==> src/rtl/floor_pkg.sv <==
// Shared definitions for the floor scroll scheduler and its helpers.
//   fsm_state_e : scheduler states (IDLE, RUN, HOLD, DONE)
//   SCREEN_H    : visible lines; a floor wraps past SCREEN_H-1
//   FLOOR_CNT   : number of floors handled by the datapath
//   X_STEP      : pixel pitch of spawn slots
//   END_GAP     : default elapsed-tick count at which scrolling ends
//   LFSR_TAPS   : feedback mask for the 8-bit Fibonacci LFSR (taps 8,6,5,4)
package floor_pkg;

  typedef enum logic [1:0] {
    ST_IDLE = 2'd0,
    ST_RUN  = 2'd1,
    ST_HOLD = 2'd2,
    ST_DONE = 2'd3
  } fsm_state_e;

  localparam int unsigned SCREEN_H  = 480;
  localparam int unsigned FLOOR_CNT = 8;
  localparam int unsigned X_STEP    = 40;
  localparam int unsigned END_GAP   = 320;

  // Bits 7,5,4,3 correspond to taps 8,6,5,4.
  localparam logic [7:0] LFSR_TAPS = 8'hB8;

endpackage

==> src/rtl/floor_scroll_ctrl_if.sv <==
// Control/status bundle between the game datapath and the scroll scheduler.
//   master : datapath side; drives start, hit_ceiling, vblank, spawn_req
//            and observes step, commit, spawn_x, time_gap, level, busy
//   slave  : scheduler side (floor_scroll_ctrl)
interface floor_scroll_ctrl_if;
  logic       start;
  logic       hit_ceiling;
  logic       vblank;
  logic       spawn_req;
  logic       step;
  logic       commit;
  logic [9:0] spawn_x;
  logic [8:0] time_gap;
  logic [1:0] level;
  logic       busy;

  modport master (
    output start, hit_ceiling, vblank, spawn_req,
    input  step, commit, spawn_x, time_gap, level, busy
  );

  modport slave (
    input  start, hit_ceiling, vblank, spawn_req,
    output step, commit, spawn_x, time_gap, level, busy
  );
endinterface

==> src/rtl/floor_lfsr.sv <==
// Fibonacci LFSR with advance enable and reset seed.
//   clk   : clock
//   rst   : synchronous active-high reset, loads SEED
//   adv_i : shift one position when high
//   q_o   : low OUT_W bits of the register
// SEED must be nonzero or the register locks at zero.
module floor_lfsr #(
  parameter int unsigned      WIDTH = 8,
  parameter logic [WIDTH-1:0] TAPS  = floor_pkg::LFSR_TAPS,
  parameter logic [WIDTH-1:0] SEED  = 8'hA5,
  parameter int unsigned      OUT_W = WIDTH
) (
  input  logic             clk,
  input  logic             rst,
  input  logic             adv_i,
  output logic [OUT_W-1:0] q_o
);

  logic [WIDTH-1:0] lfsr_q, lfsr_d;

  always_comb begin
    lfsr_d = lfsr_q;
    if (adv_i) begin
      lfsr_d = {lfsr_q[WIDTH-2:0], ^(lfsr_q & TAPS)};
    end
  end

  always_ff @(posedge clk) begin
    if (rst) begin
      lfsr_q <= SEED;
    end else begin
      lfsr_q <= lfsr_d;
    end
  end

  assign q_o = lfsr_q[OUT_W-1:0];

endmodule

==> src/rtl/floor_scroll_ctrl.sv <==
// Scroll scheduler for the floor position generator.
//   clk, rst        : clock, synchronous active-high reset
//   bus.start       : one-cycle pulse, (re)starts a game
//   bus.hit_ceiling : 1 = scrolling allowed, 0 = hold
//   bus.vblank      : VGA vertical blank
//   bus.spawn_req   : floor wrapped; advance spawn position generator
//   bus.step        : one-cycle pulse, move floors down 1 px
//   bus.commit      : one-cycle pulse, copy shadow positions to display
//   bus.spawn_x     : spawn x = lfsr[3:0] * X_STEP
//   bus.time_gap    : elapsed base ticks, saturating at NUM_LEVELS*LEVEL_TICKS
//   bus.level       : time_gap / LEVEL_TICKS, clamped to NUM_LEVELS-1
//   bus.busy        : high in RUN and HOLD
module floor_scroll_ctrl #(
  parameter int unsigned TICK_DIV    = 100000,
  parameter int unsigned LEVEL_TICKS = 80,
  parameter int unsigned NUM_LEVELS  = 4,
  parameter int unsigned X_STEP      = 40,
  parameter logic [7:0]  LFSR_SEED   = 8'hA5
) (
  input  logic                clk,
  input  logic                rst,
  floor_scroll_ctrl_if.slave  bus
);
  import floor_pkg::*;

  localparam int unsigned PW         = (TICK_DIV > 1) ? $clog2(TICK_DIV) : 1;
  localparam logic [PW-1:0] PRESC_LAST = PW'(TICK_DIV - 1);
  localparam logic [8:0]  END_TG     = 9'(NUM_LEVELS * LEVEL_TICKS);

  fsm_state_e    state_q, state_d;
  logic [PW-1:0] presc_q, presc_d;
  logic [8:0]    tg_q, tg_d;
  logic          step_q, step_d;
  logic          pending_q, pending_d;
  logic          fired_q, fired_d;
  logic          tick;
  logic          commit;
  logic [1:0]    level_c;
  logic [2:0]    cad_mask;
  logic [3:0]    lfsr_lo;

  // Level: highest threshold reached, which also clamps at NUM_LEVELS-1.
  always_comb begin
    level_c = '0;
    for (int unsigned i = 1; i < NUM_LEVELS; i++) begin
      if (tg_q >= 9'(i * LEVEL_TICKS)) begin
        level_c = 2'(i);
      end
    end
  end

  always_comb begin
    case (level_c)
      2'd0:    cad_mask = 3'b000;
      2'd1:    cad_mask = 3'b001;
      2'd2:    cad_mask = 3'b011;
      default: cad_mask = 3'b111;
    endcase
  end

  always_comb begin
    state_d = state_q;
    presc_d = presc_q;
    tg_d    = tg_q;
    tick    = 1'b0;
    case (state_q)
      ST_IDLE, ST_DONE: begin
        if (bus.start) begin
          state_d = ST_RUN;
          presc_d = '0;
          tg_d    = '0;
        end
      end
      ST_RUN: begin
        if (bus.start) begin
          presc_d = '0;
          tg_d    = '0;
        end else if (tg_q == END_TG) begin
          state_d = ST_DONE;
        end else if (!bus.hit_ceiling) begin
          state_d = ST_HOLD;
        end else if (presc_q == PRESC_LAST) begin
          // tg_q < END_TG here, so the increment cannot pass the limit.
          presc_d = '0;
          tick    = 1'b1;
          tg_d    = tg_q + 9'd1;
        end else begin
          presc_d = presc_q + PW'(1);
        end
      end
      ST_HOLD: begin
        if (bus.start) begin
          state_d = ST_RUN;
          presc_d = '0;
          tg_d    = '0;
        end else if (bus.hit_ceiling) begin
          state_d = ST_RUN;
        end
      end
      default: state_d = ST_IDLE;
    endcase
  end

  // Cadence uses the pre-increment count and its level.
  assign step_d = tick && ((tg_q[2:0] & cad_mask) == 3'b000);

  // One commit per vblank window; fired_q blocks repeats until vblank drops.
  assign commit    = bus.vblank && pending_q && !fired_q;
  assign pending_d = step_q || (pending_q && !commit);
  assign fired_d   = bus.vblank && (fired_q || commit);

  always_ff @(posedge clk) begin
    if (rst) begin
      state_q   <= ST_IDLE;
      presc_q   <= '0;
      tg_q      <= '0;
      step_q    <= 1'b0;
      pending_q <= 1'b0;
      fired_q   <= 1'b0;
    end else begin
      state_q   <= state_d;
      presc_q   <= presc_d;
      tg_q      <= tg_d;
      step_q    <= step_d;
      pending_q <= pending_d;
      fired_q   <= fired_d;
    end
  end

  floor_lfsr #(
    .WIDTH (8),
    .TAPS  (LFSR_TAPS),
    .SEED  (LFSR_SEED),
    .OUT_W (4)
  ) u_lfsr (
    .clk   (clk),
    .rst   (rst),
    .adv_i (bus.spawn_req),
    .q_o   (lfsr_lo)
  );

  assign bus.spawn_x  = 10'(lfsr_lo) * 10'(X_STEP);
  assign bus.step     = step_q;
  assign bus.commit   = commit;
  assign bus.time_gap = tg_q;
  assign bus.level    = level_c;
  assign bus.busy     = (state_q == ST_RUN) || (state_q == ST_HOLD);

endmodule
==> src/flat_wrapper.sv <==
// flat-port wrapper written by rule: the top's interface ports become plain ports
module floor_scroll_ctrl_flat import floor_pkg::*;
#(
  parameter int unsigned TICK_DIV    = 100000,
  parameter int unsigned LEVEL_TICKS = 80,
  parameter int unsigned NUM_LEVELS  = 4,
  parameter int unsigned X_STEP      = 40,
  parameter logic [7:0]  LFSR_SEED   = 8'hA5
)
  (clk, rst, bus_start, bus_hit_ceiling, bus_vblank, bus_spawn_req, bus_step, bus_commit, bus_spawn_x, bus_time_gap, bus_level, bus_busy);
  floor_scroll_ctrl_if bus_i ();
  input  logic clk;
  input  logic rst;
  input wire logic [$bits(bus_i.start)-1:0] bus_start;
  input wire logic [$bits(bus_i.hit_ceiling)-1:0] bus_hit_ceiling;
  input wire logic [$bits(bus_i.vblank)-1:0] bus_vblank;
  input wire logic [$bits(bus_i.spawn_req)-1:0] bus_spawn_req;
  output wire logic [$bits(bus_i.step)-1:0] bus_step;
  output wire logic [$bits(bus_i.commit)-1:0] bus_commit;
  output wire logic [$bits(bus_i.spawn_x)-1:0] bus_spawn_x;
  output wire logic [$bits(bus_i.time_gap)-1:0] bus_time_gap;
  output wire logic [$bits(bus_i.level)-1:0] bus_level;
  output wire logic [$bits(bus_i.busy)-1:0] bus_busy;
  assign bus_i.start = bus_start;
  assign bus_i.hit_ceiling = bus_hit_ceiling;
  assign bus_i.vblank = bus_vblank;
  assign bus_i.spawn_req = bus_spawn_req;
  assign bus_step = bus_i.step;
  assign bus_commit = bus_i.commit;
  assign bus_spawn_x = bus_i.spawn_x;
  assign bus_time_gap = bus_i.time_gap;
  assign bus_level = bus_i.level;
  assign bus_busy = bus_i.busy;
  floor_scroll_ctrl #(.TICK_DIV(TICK_DIV), .LEVEL_TICKS(LEVEL_TICKS), .NUM_LEVELS(NUM_LEVELS), .X_STEP(X_STEP), .LFSR_SEED(LFSR_SEED)) u_core (.clk(clk), .rst(rst), .bus(bus_i));
endmodule
==> config.mk <==
export PLATFORM = sky130hd
export DESIGN_NAME = floor_scroll_ctrl_flat
export DESIGN_NICKNAME = d
export VERILOG_FILES = /design/src/rtl/floor_pkg.sv /design/src/rtl/floor_scroll_ctrl_if.sv /design/src/rtl/floor_lfsr.sv /design/src/rtl/floor_scroll_ctrl.sv /design/src/flat_wrapper.sv
export SDC_FILE = /design/constraint.sdc
export NUM_CORES = 1
export LEC_CHECK = 0
export BUFFER_PORTS_ARGS = -buffer_cell sky130_fd_sc_hd__buf_4
export CAP_MARGIN = 20
export CORE_ASPECT_RATIO = 0.5
export CORE_MARGIN = 2
export CORE_UTILIZATION = 61
export DETAILED_ROUTE_END_ITERATION = 8
export HOLD_SLACK_MARGIN = 0.05
export PLACE_DENSITY = 0.94
export SYNTH_ARGS = -nofsm -noshare
export SYNTH_HDL_FRONTEND = slang
export SYNTH_SLANG_ARGS = --single-unit
==> constraint.sdc <==
create_clock -name clk -period 3.76 [get_ports clk]
set_input_delay 0.564 -clock clk [delete_from_list [all_inputs] [get_ports clk]]
set_output_delay 0.564 -clock clk [all_outputs]
set_load 0.05 [all_outputs]
Word-level counts from Yosys, hierarchy flattened
Index checks and enable logic that the tools add are counted.
Storage, ports and cells
  input port bits: 6
  output and inout bits: 24
  logic and storage cells: 76
  register bits after elaboration: 39
Operators by class
  bitwise operators: 1
  $add $sub $neg: 2
  eq/ne operators: 15
  magnitude comparators: 3
  reduce and logical (&&, ||, !) cells: 19
  multiplexer cells: 28
  multipliers: 1
Operators by type and width (count)
  two-way mux 17 bit: 5
  two-way mux 9 bit: 5
  case mux 17 bit (2 select lines): 1
  >= comparator 9 x 8 -> 1 bit (second input constant): 2
  case mux 9 bit (2 select lines): 1
  adder 17 x 1 -> 17 bit (second input constant): 1
  == test 17 bit (second input constant): 1
  two-way mux 2 bit: 8
  adder 9 x 1 -> 9 bit (second input constant): 1
  == test 9 bit (second input constant): 1
  >= comparator 9 x 7 -> 1 bit (second input constant): 1
  != test 3 bit (second input constant): 3
  case mux 3 bit (3 select lines): 1
  AND reduction 4 bit: 2
  parity 8 bit: 1
  multiplier 4 x 3 -> 7 bit (second input constant): 1
  == test 2 bit (second input constant): 3
  two-way mux 1 bit: 6
  != test 3 x 2 -> 1 bit (second input constant): 2
  case mux 2 bit (3 select lines): 1
  logical AND 1 bit: 5
  == test 2 x 1 -> 1 bit (second input constant): 2
  logical NOT 2 bit: 2
  != test 2 bit (second input constant): 2
  other kinds (8): 11

Logic depth before layout (Yosys ltp)
Gate-level depths: netlist of run 1.
  depth after elaboration: 9
  mapped depth: 9
  mapped depth without buffers: 7

Cells and area by module
A second synthesis of run 1 with hierarchy kept.
Unflattened totals
  cells, all modules: 249
  area total of the unflattened synthesis: 2150.8 um^2
Modules (own cells, without submodules)
  floor_scroll_ctrl: instances 1, area an instance 1818.0 um^2, sequential area each 620.6 um^2, cells an instance 216
  floor_lfsr: instances 1, area an instance 332.8 um^2, sequential area each 160.2 um^2, cells an instance 33

Worst setup path before layout of run 1
OpenSTA, ideal clock, no wires.
  path type: reg2out
  start: reg u_core.u_lfsr.lfsr_q[3]
  end: out bus_spawn_x[8]
  data required time: 3.196 ns
  path buffers: 0
  cell stages (with the launch flop): 6
  slack: 1.142 ns
  data arrival time: 2.054 ns
  cells stage by stage: dfxtp_1 -> ha_1 -> ha_1 -> inv_1 -> fa_1 -> xnor2_1
Between the ends
  cells in the longest elaborated chain, start to end: 1
RTL lines
  start: declaration: line floor_lfsr.sv:19  | logic [WIDTH-1:0] lfsr_q, lfsr_d;
  start signal: assignment: line floor_lfsr.sv:32  | lfsr_q <= lfsr_d;
  multiplier 4 x 3 -> 7 bit: line floor_scroll_ctrl.sv:142  | assign bus.spawn_x = 10'(lfsr_lo) * 10'(X_STEP);
  end: declaration: line flat_wrapper.sv:20  | output wire logic [$bits(bus_i.spawn_x)-1:0] bus_spawn_x;
No other way between the ends.

Worst setup path in the final report of run 1
  start: reg u_core.u_lfsr.lfsr_q[3]
  end: out bus_spawn_x[7]
Same word-level chain as after synthesis.

==> results of run 1 <==
## how the worst min path moves through the flow
stage | end | slack (ps)
finish | u_core.presc_q[1]$_SDFFE_PP0P_ | 480
global route | u_core.fired_q$_SDFF_PP0_ | 510
CTS | u_core.presc_q[1]$_SDFFE_PP0P_ | 480
detailed placement | u_core.u_lfsr.lfsr_q[7]$_SDFFE_PP1P_ | 470
global placement | u_core.fired_q$_SDFF_PP0_ | 450
floorplan | u_core.presc_q[1]$_SDFFE_PP0P_ | 440
## critical path, stage by stage (launching register included)
cell and delay [ps]:
dfxtp_1 460, ha_1 280, ha_1 220, inv_1 90, fa_1 420, inv_1 60, buf_4 190
## sequential cells by signal, indices dropped and copies added (netlist names)
register and cells:
u_core.bus.step 1, u_core.bus.time_gap 9, u_core.fired_q 1, u_core.pending_q 1, u_core.presc_q 17, u_core.state_q 2
u_core.u_lfsr.lfsr_q 8
## final cells by class
type	instances	area [µm²]	share of cell area [%]
clock buffer	8	100	4.20
inverter	15	56.3	2.36
multi-input combinational	176	1200	50.3
sequential	39	781	32.8
tap	42	52.6	2.20
timing repair buffer	26	195	8.19
## kinds of logic after synthesis
family / count (synthesis) / share of synthesized area, %
other: 1 / 0.178
buffers and inverters: 30 / 6.58
flip-flops: 39 / 37.0
AND/OR/NAND/NOR: 90 / 23.9
adder cells (fa/ha/maj): 11 / 6.76
AO/OA/AOI/OAI: 47 / 14.8
XOR/XNOR: 19 / 7.88
multiplexers: 6 / 2.85
## per-layer routing
layer | GRT usage (%) | part of all wire (%) | vias up
met2 | 42.1 | 49 | 70
li1 | - | - | 882
met5 | 0 | 0 | -
met4 | 11.7 | 2.0 | 0
met3 | 5.98 | 6.5 | 11
met1 | 27.3 | 42 | 851
## stage by stage
stage	hold WS [ps]	setup WS [ps]	util, %	power [W]	cells
final	480	1180	70.6	0.00105	306
after global routing	506	1120	70.6	0.00109	306
after CTS	477	1170	70.6	0.00105	306
after detailed placement	466	1490	67.6	0.000742	298
after global placement	453	1580	67.6	0.000727	298
after floorplan	443	1140	-	0.000679	245
## power breakdown
group / switching, W / leakage, nW / internal [W] / total [W]
Combinational: 0.000198 / 0.584 / 0.0000906 / 0.000289
Clock: 0.000140 / 0.0515 / 0.000167 / 0.000307
Sequential: 0.0000170 / 0.317 / 0.000432 / 0.000449
## placed cells by master, fill, tap and decap left out, drive strengths merged, types with 2 or more instances in the layout
| master | netlist | final |
|---|---|---|
| o21ai | 15 | 15 |
| o211ai | 4 | 4 |
| nand4 | 4 | 4 |
| or4b | 2 | 2 |
| nand4b | 4 | 4 |
| o2111ai | 3 | 3 |
| nand2 | 19 | 19 |
| nand3 | 9 | 9 |
| o31ai | 2 | 2 |
| mux2i | 6 | 6 |
| xnor2 | 7 | 7 |
| ha | 9 | 9 |
| or4 | 2 | 2 |
| or3 | 6 | 6 |
| dfxtp | 39 | 39 |
| conb | 1 | 3 |
| a21oi | 16 | 16 |
| xor2 | 12 | 12 |
| inv | 15 | 15 |
| and3 | 3 | 3 |
| o211a | 2 | 2 |
| clkbuf | 8 | 8 |
| nor3 | 2 | 2 |
| nor4 | 2 | 2 |
| nor2 | 29 | 29 |
| buf | 7 | 26 |
==> flow_metrics.env, run 1 <==
export IMPL_max_slew_margin_pct=58.6
export IMPL_yosys_register_bits=39
export IMPL_hp_start="u_core.presc_q[1]$_SDFFE_PP0P_"
export IMPL_power_density_nw_per_um2=438
export IMPL_final_area_um2=2380
export IMPL_io_buffer_count=26
export IMPL_post_route_period_util_pct=68.6
export IMPL_hold_viol_final=0
export IMPL_status="finished, final reports clean"
export IMPL_clk_latency_ps=300
export IMPL_hold_buffers=0
export IMPL_yosys_warnings=0
export IMPL_core_area_um2=3380
export IMPL_synth_most_common_cell="dfxtp_1"
export IMPL_synth_edf_count=0
export IMPL_antennaDiodeCount=0
export IMPL_cts_htree_levels=2
export IMPL_cp_arrival_ps=2010
export IMPL_yosysSeqAreaShare_pct=37.0
export IMPL_synthTopCellsByArea="dfxtp_1 (37%), ha_1 (5.3%), nor2_1 (5.2%)"
export IMPL_reg2reg_depth=6
export IMPL_cts_buffers_inserted=5
export IMPL_yosysTopAreaCellShare_pct=37.0
export IMPL_syn_inst=243
export IMPL_dieArea_um2=3980
export IMPL_finalSetupViolCount=0
export IMPL_ant_nets=0
export IMPL_crit_type="flip-flop to primary output"
export IMPL_viasPerCell=5.93
export IMPL_dr_pass1_iters=5
export IMPL_reg2reg_from="u_core.state_q[0]$_SDFFE_PP0P_"
export IMPL_clk_pin_slew_ps=70
export IMPL_fin_crit_ps=2580
export IMPL_finClkSkew_ps=9.05
export IMPL_yosys_top_cells_count="dfxtp_1 (39), nor2_1 (29), nand2_1 (17), a21oi_1 (16)"
export IMPL_gr_usage_all_layers_pct=23.6
export IMPL_tritoncts="yes"
export IMPL_cp_max_fo=6
export IMPL_fmax_mhz=388
export IMPL_synth_largest_area_cell="dfxtp_1"
export IMPL_cts_root_buffer="clkbuf_8"
export IMPL_gr_total_overflow=0
export IMPL_areaGrowthSynthToFinish_pct=12.9
export IMPL_grt_antenna_before_repair=0
export IMPL_maxCapViolations=0
export IMPL_rr_endpoint="u_core.presc_q[15]$_SDFFE_PP0P_"
export IMPL_rsz0062_at_grt="no"
export IMPL_vias=1814
export IMPL_worstHoldPathCells=2
export IMPL_required_ps=3200
export IMPL_rrSetupSlack_ps=1380
export IMPL_p_leak_nw=0.952
export IMPL_drc=0
export IMPL_peakVddDrop_uv=200
export IMPL_async_reset_ff_share_pct=0
export IMPL_syn_area_per_cell_um2=8.69
export IMPL_cp_start_kind="flip-flop"
export IMPL_rows=15
export IMPL_grt_pass1_vias=1643
export IMPL_yosys_cell_types_count=47
export IMPL_synth_flop_cell="dfxtp_1"
export IMPL_die_h_um=45.6
export IMPL_wirelength_um=4370
export IMPL_hold_class="flip-flop to flip-flop"
export IMPL_dp_hpwl_um=3090
export IMPL_synth_area_um2=2110
export IMPL_grt_start_max_net_pins=17
export IMPL_drive_gt1_share_pct=16.3
export IMPL_crit_end="bus_spawn_x[7]"
export IMPL_nFillCells=230
export IMPL_die_width_um=87.2
export IMPL_drtIter0Drc=149
export IMPL_critPathLaunch="u_core.u_lfsr.lfsr_q[3]$_SDFFE_PP0P_"
export IMPL_fin_nets=279
export IMPL_end_kind="primary output"
export IMPL_cts_sinks=39
export IMPL_cts_resized=0
export IMPL_post_cts_buffers=0
export IMPL_wl_per_cell_um=14.3
export IMPL_grt_pass1_wl_um=7150
export IMPL_gp_congestion=0.843
export IMPL_tightest_slew_ps=616
export IMPL_tns_ps=0
export IMPL_initial_core_util_pct=62.5
export IMPL_drv_slew=0
export IMPL_place_area_um2=2280
export IMPL_floorplan_io_pins=30
export IMPL_clockBufferDepth=2
Power figures use the tool's default switching activity.
==> run 2, diff against run 1 <==
--- a/config.mk
+++ b/config.mk
@@ -9,10 +9,10 @@
 export CAP_MARGIN = 20
 export CORE_ASPECT_RATIO = 0.5
 export CORE_MARGIN = 2
-export CORE_UTILIZATION = 61
+export CORE_UTILIZATION = 51
 export DETAILED_ROUTE_END_ITERATION = 8
 export HOLD_SLACK_MARGIN = 0.05
-export PLACE_DENSITY = 0.94
+export PLACE_DENSITY = 0.85
 export SYNTH_ARGS = -nofsm -noshare
 export SYNTH_HDL_FRONTEND = slang
 export SYNTH_SLANG_ARGS = --single-unit
==> constraint.sdc (replaced) <==
create_clock -name clk -period 2.3 [get_ports clk]
set_input_delay 0.345 -clock clk [delete_from_list [all_inputs] [get_ports clk]]
set_output_delay 0.345 -clock clk [all_outputs]
set_load 0.05 [all_outputs]
==> flow_metrics.env, run 2 (synthesis results as in run 1) <==
export IMPL_die_width_um=95.0
export IMPL_grt_pass1_vias=1760
export IMPL_maxCapViolations=0
export IMPL_p_leak_nw=0.986
export IMPL_io_buffer_count=26
export IMPL_post_route_period_util_pct=97.8
export IMPL_clockBufferDepth=2
export IMPL_seqPwrFrac_pct=41.8
export IMPL_initial_core_util_pct=53.5
export IMPL_preCtsSetupSlack_ps=315
export IMPL_place_area_um2=2340
export IMPL_viasPerCell=5.56
export IMPL_hold_viol_final=0
export IMPL_end_kind="primary output"
export IMPL_layout_commonest_cell="dfxtp_1"
export IMPL_grt_antenna_before_repair=0
export IMPL_reg2reg_from="u_core.bus.time_gap[8]$_SDFFE_PP0P_"
export IMPL_layout_common_cells="dfxtp_1 (38), nor2_1 (29), buf_4 (29)"
export IMPL_cts_buffers_inserted=5
export IMPL_gp_congestion=0.842
export IMPL_drc=0
export IMPL_tritoncts="yes"
export IMPL_floorplan_io_pins=30
export IMPL_ant_nets=0
export IMPL_crit_type="flip-flop to primary output"
export IMPL_clk_pin_slew_ps=80
export IMPL_gr_total_overflow=0
export IMPL_rr_endpoint="u_core.presc_q[15]$_SDFFE_PP0P_"
export IMPL_die_h_um=49.5
export IMPL_finalSetupViolCount=0
export IMPL_power_density_nw_per_um2=711
export IMPL_fin_ws_ps=49.8
export IMPL_final_area_um2=2460
export IMPL_drtIter0Drc=56
export IMPL_power_share_clock_pct=29.5
export IMPL_nFillCells=320
export IMPL_whs_ps=279
export IMPL_drive_gt1_share_pct=19.3
export IMPL_status="finished, final reports clean"
export IMPL_critPathLaunch="u_core.u_lfsr.lfsr_q[1]$_SDFFE_PP0P_"
export IMPL_dr_pass1_iters=4
export IMPL_cp_start_kind="flip-flop"
export IMPL_rsz0062_at_grt="yes"
export IMPL_p_sw_share_pct=34.1
export IMPL_cp_arrival_ps=1910
export IMPL_max_slew_margin_pct=60.8
export IMPL_grt_start_max_net_pins=17
export IMPL_hold_class="input port to flip-flop"
export IMPL_largest_register="u_core.presc_q"
export IMPL_reg2reg_depth=5
export IMPL_rrSetupSlack_ps=320
export IMPL_required_ps=1960
export IMPL_cts_htree_levels=2
export IMPL_antennaDiodeCount=0
export IMPL_core_area_um2=3940
export IMPL_p_sw_w=0.000595
export IMPL_wirelength_um=4270
export IMPL_dieArea_um2=4700
export IMPL_gr_usage_all_layers_pct=20.1
export IMPL_rows=16
export IMPL_finClkSkew_ps=13.6
export IMPL_post_cts_buffers=0
export IMPL_power_frac_comb_pct=28.7
export IMPL_clk_latency_ps=300
export IMPL_crit_end="bus_spawn_x[7]"
export IMPL_largest_reg_flops=17
export IMPL_grt_pass1_wl_um=7490
export IMPL_fin_nets=284
export IMPL_cp_max_fo=4
export IMPL_p_int_w=0.00115
export IMPL_fmax_mhz=444
export IMPL_tightest_slew_ps=587
export IMPL_fin_crit_ps=2250
export IMPL_peakVddDrop_uv=401
export IMPL_wl_per_cell_um=13.2
export IMPL_drv_slew=0
export IMPL_dp_hpwl_um=3120
export IMPL_vias=1796
export IMPL_cts_sinks=39
export IMPL_cts_root_buffer="clkbuf_8"
export IMPL_areaGrowthSynthToFinish_pct=16.5
-- run 2: cell types whose count changed in the layout (fill, tap and decap cells not counted) --
cell,previous run,this run
fa_2,0,1
xnor2_2,0,1
clkinvlp_4,0,1
clkbuf_1,1,0
dfxtp_2,0,1
fa_1,1,0
buf_6,0,2
xnor2_1,7,6
buf_4,26,29
dfxtp_1,39,38
-- run 2: worst min-delay path by stage --
stage	from	to	depth (start not counted)	slack (ps)
2_1_floorplan	u_core.presc_q[1]$_SDFFE_PP0P_	u_core.presc_q[1]$_SDFFE_PP0P_	2	440
3_3_place_gp	u_core.presc_q[1]$_SDFFE_PP0P_	u_core.presc_q[1]$_SDFFE_PP0P_	2	450
3_5_place_dp	u_core.u_lfsr.lfsr_q[6]$_SDFFE_PP0P_	u_core.u_lfsr.lfsr_q[7]$_SDFFE_PP1P_	2	460
4_1_cts	rst	u_core.state_q[0]$_SDFFE_PP0P_	2	270
5_1_grt	bus_vblank	u_core.fired_q$_SDFF_PP0_	2	270
6_report	bus_vblank	u_core.fired_q$_SDFF_PP0_	2	280
-- run 2: worst max-delay path: stages (launching register included) --
cell,delay (ps)
dfxtp_2,340
ha_1,300
ha_1,220
inv_1,90
fa_2,430
inv_1,80
buf_6,150
-- run 2: timing repair --
action,4_1_cts,5_1_grt
resized for setup,1,3
setup endpoints to repair,1,2
hold buffers,0,0
-- run 2: cell type report --
type                    count  area [µm²]  share of cell area [%]
repair buffers             31         240                    9.77
clock buffers               7        96.3                    3.92
inverters                  15        56.3                    2.29
multi-input cells         176        1210                    49.2
clock inverters             1        7.51                   0.305
well taps                  54        67.6                    2.75
flip-flops and latches     39         782                    31.8
-- run 2: metrics by stage --
step                power, W  setup TNS [ps]  utilization (%)  std cells
floorplan            0.00111               0                -        245
finish               0.00175               0             62.3        323
global placement     0.00122               0             59.4        315
global route         0.00184           -11.6             62.3        323
CTS                  0.00175               0             62.2        323
detailed placement   0.00124               0             59.4        315
-- run 2: power groups by stage --
stage / clock network [W] / registers, W / logic (W)
floorplan: 0 / 0.000741 / 0.000374
global placement: 0 / 0.000742 / 0.000474
detailed placement: 0 / 0.000746 / 0.000491
CTS: 0.000522 / 0.000730 / 0.000498
global route: 0.000556 / 0.000735 / 0.000544
finish: 0.000515 / 0.000731 / 0.000502
-- run 2: per-layer routing --
layer / global-route usage (%) / part of all wire, % / wire (µm)
met1: 23.0 / 44 / 1870
met4: 8.21 / 1.5 / 66
met2: 36.2 / 50 / 2140
met5: 0 / 0 / 0
met3: 4.74 / 4.5 / 191
==> run 3, diff against run 2 <==
--- a/config.mk
+++ b/config.mk
@@ -10,9 +10,11 @@
 export CORE_ASPECT_RATIO = 0.5
 export CORE_MARGIN = 2
 export CORE_UTILIZATION = 51
+export CTS_BUF_LIST = sky130_fd_sc_hd__clkbuf_16
 export DETAILED_ROUTE_END_ITERATION = 8
 export HOLD_SLACK_MARGIN = 0.05
-export PLACE_DENSITY = 0.85
+export PLACE_DENSITY = 0.75
+export SLEW_MARGIN = 15
 export SYNTH_ARGS = -nofsm -noshare
 export SYNTH_HDL_FRONTEND = slang
 export SYNTH_SLANG_ARGS = --single-unit
==> flow_metrics.env, run 3 (synthesis results as in run 1) <==
export IMPL_status="finished, final reports clean"
export IMPL_crit_type="flip-flop to primary output"
export IMPL_power_w=0.00188
export IMPL_final_area_um2=2500
export IMPL_place_area_um2=2360
export IMPL_wl_per_cell_um=13.3
export IMPL_gr_total_overflow=0
export IMPL_hold_buffers=0
export IMPL_grt_pass1_vias=1723
export IMPL_grt_antenna_before_repair=0
export IMPL_rows=16
export IMPL_critPathLaunch="u_core.u_lfsr.lfsr_q[1]$_SDFFE_PP0P_"
export IMPL_p_int_w=0.00127
export IMPL_end_kind="primary output"
export IMPL_power_frac_comb_pct=26.5
export IMPL_drive_gt1_share_pct=18.5
export IMPL_initial_core_util_pct=53.5
export IMPL_peakVddDrop_uv=374
export IMPL_power_share_clock_pct=34.7
export IMPL_power_density_nw_per_um2=750
export IMPL_gp_congestion=0.781
export IMPL_drv_slew=0
export IMPL_antennaDiodeCount=0
export IMPL_cts_buffers_inserted=5
export IMPL_cp_max_fo=4
export IMPL_clockBufferDepth=2
export IMPL_finalSetupViolCount=0
export IMPL_grt_pass1_wl_um=7420
export IMPL_layout_commonest_cell="dfxtp_1"
export IMPL_cts_resized=0
export IMPL_post_cts_buffers=0
export IMPL_p_leak_nw=1.02
export IMPL_finClkSkew_ps=5.99
export IMPL_final_cells=325
export IMPL_p_sw_share_pct=32.4
export IMPL_grt_start_max_net_pins=17
export IMPL_cts_htree_levels=2
export IMPL_reg2reg_depth=5
export IMPL_hold_class="input port to flip-flop"
export IMPL_cp_arrival_ps=1870
export IMPL_rr_endpoint="u_core.presc_q[13]$_SDFFE_PP0P_"
export IMPL_floorplan_io_pins=30
export IMPL_die_width_um=95.0
export IMPL_fin_nets=286
export IMPL_slowest_delay_ps=430
export IMPL_dr_pass1_iters=4
export IMPL_clk_latency_ps=280
export IMPL_tritoncts="yes"
export IMPL_tightest_slew_ps=612
export IMPL_cts_root_buffer="clkbuf_16"
export IMPL_cts_sinks=39
export IMPL_tns_ps=0
export IMPL_reg2reg_from="u_core.bus.time_gap[8]$_SDFFE_PP0P_"
export IMPL_areaGrowthSynthToFinish_pct=18.7
export IMPL_crit_chain="ha_1 > ha_1 > inv_1 > fa_2 > inv_1 > buf_6"
export IMPL_largest_register="u_core.presc_q"
export IMPL_whs_ps=301
export IMPL_required_ps=1960
export IMPL_largest_reg_flops=17
export IMPL_crit_end="bus_spawn_x[7]"
export IMPL_fin_crit_ps=2220
export IMPL_drtIter0Drc=52
export IMPL_worstHoldPathCells=2
export IMPL_io_buffer_count=26
export IMPL_rsz0062_at_grt="no"
export IMPL_die_h_um=49.5
export IMPL_hold_viol_final=0
export IMPL_cp_slowest_cell="fa_2"
export IMPL_dp_cells=317
export IMPL_gr_usage_all_layers_pct=20.0
export IMPL_layout_common_cells="dfxtp_1 (39), buf_4 (31), nor2_1 (29)"
export IMPL_path_buf_inv=3
export IMPL_maxCapViolations=0
export IMPL_wirelength_um=4340
export IMPL_fmax_mhz=451
export IMPL_viasPerCell=5.54
export IMPL_max_slew_margin_pct=59.2
export IMPL_vias=1799
export IMPL_seqPwrFrac_pct=38.8
export IMPL_dieArea_um2=4700
export IMPL_cp_start_kind="flip-flop"
export IMPL_core_area_um2=3940
export IMPL_post_route_period_util_pct=96.5
export IMPL_cp_top_family="adder cells"
export IMPL_crit_cells=6
export IMPL_clk_pin_slew_ps=60
export IMPL_dp_hpwl_um=3040
export IMPL_rrSetupSlack_ps=290
export IMPL_p_sw_w=0.000609
export IMPL_drc=0
export IMPL_ant_nets=0
## run 3: power by group through the flow
stage                     clock network, W  registers, W  logic, W
after floorplan                          0      0.000741  0.000374
after detailed placement                 0      0.000744  0.000487
after global routing              0.000692      0.000731  0.000544
after CTS                         0.000663      0.000729  0.000490
final                             0.000651      0.000730  0.000498
after global placement                   0      0.000742  0.000475
## run 3: per-layer routing
metal	vias to the layer above	global-route usage [%]	wire length [µm]
met5	-	0	0
met1	854	23.9	2020
met2	37	34.8	2060
met4	0	8.21	68
li1	900	-	-
met3	8	4.74	192
## run 3: layout make-up
class | count | area (µm²)
clock buffers | 5 | 125
clock inverters | 3 | 11.3
fillers | 327 | 1440
inverters | 15 | 56.3
multi-input cells | 176 | 1210
flip-flops and latches | 39 | 781
well taps | 54 | 67.6
repair buffers | 33 | 255
## run 3: how the worst min path moves through the flow
| stage | start | end | slack (ps) |
|---|---|---|---|
| after floorplan | u_core.presc_q[1]$_SDFFE_PP0P_ | u_core.presc_q[1]$_SDFFE_PP0P_ | 440 |
| after global placement | u_core.presc_q[1]$_SDFFE_PP0P_ | u_core.presc_q[1]$_SDFFE_PP0P_ | 450 |
| after detailed placement | u_core.u_lfsr.lfsr_q[6]$_SDFFE_PP0P_ | u_core.u_lfsr.lfsr_q[7]$_SDFFE_PP1P_ | 470 |
| after CTS | rst | u_core.state_q[0]$_SDFFE_PP0P_ | 300 |
| after global routing | bus_vblank | u_core.fired_q$_SDFF_PP0_ | 300 |
| final | rst | u_core.state_q[0]$_SDFFE_PP0P_ | 300 |
## run 3: metrics by stage
stage	util, %	setup WS, ps
2_1_floorplan	-	11.8
3_3_place_gp	59.8	393
3_5_place_dp	59.8	324
4_1_cts	63.3	47.1
5_1_grt	63.5	20.7
6_report	63.5	81.4
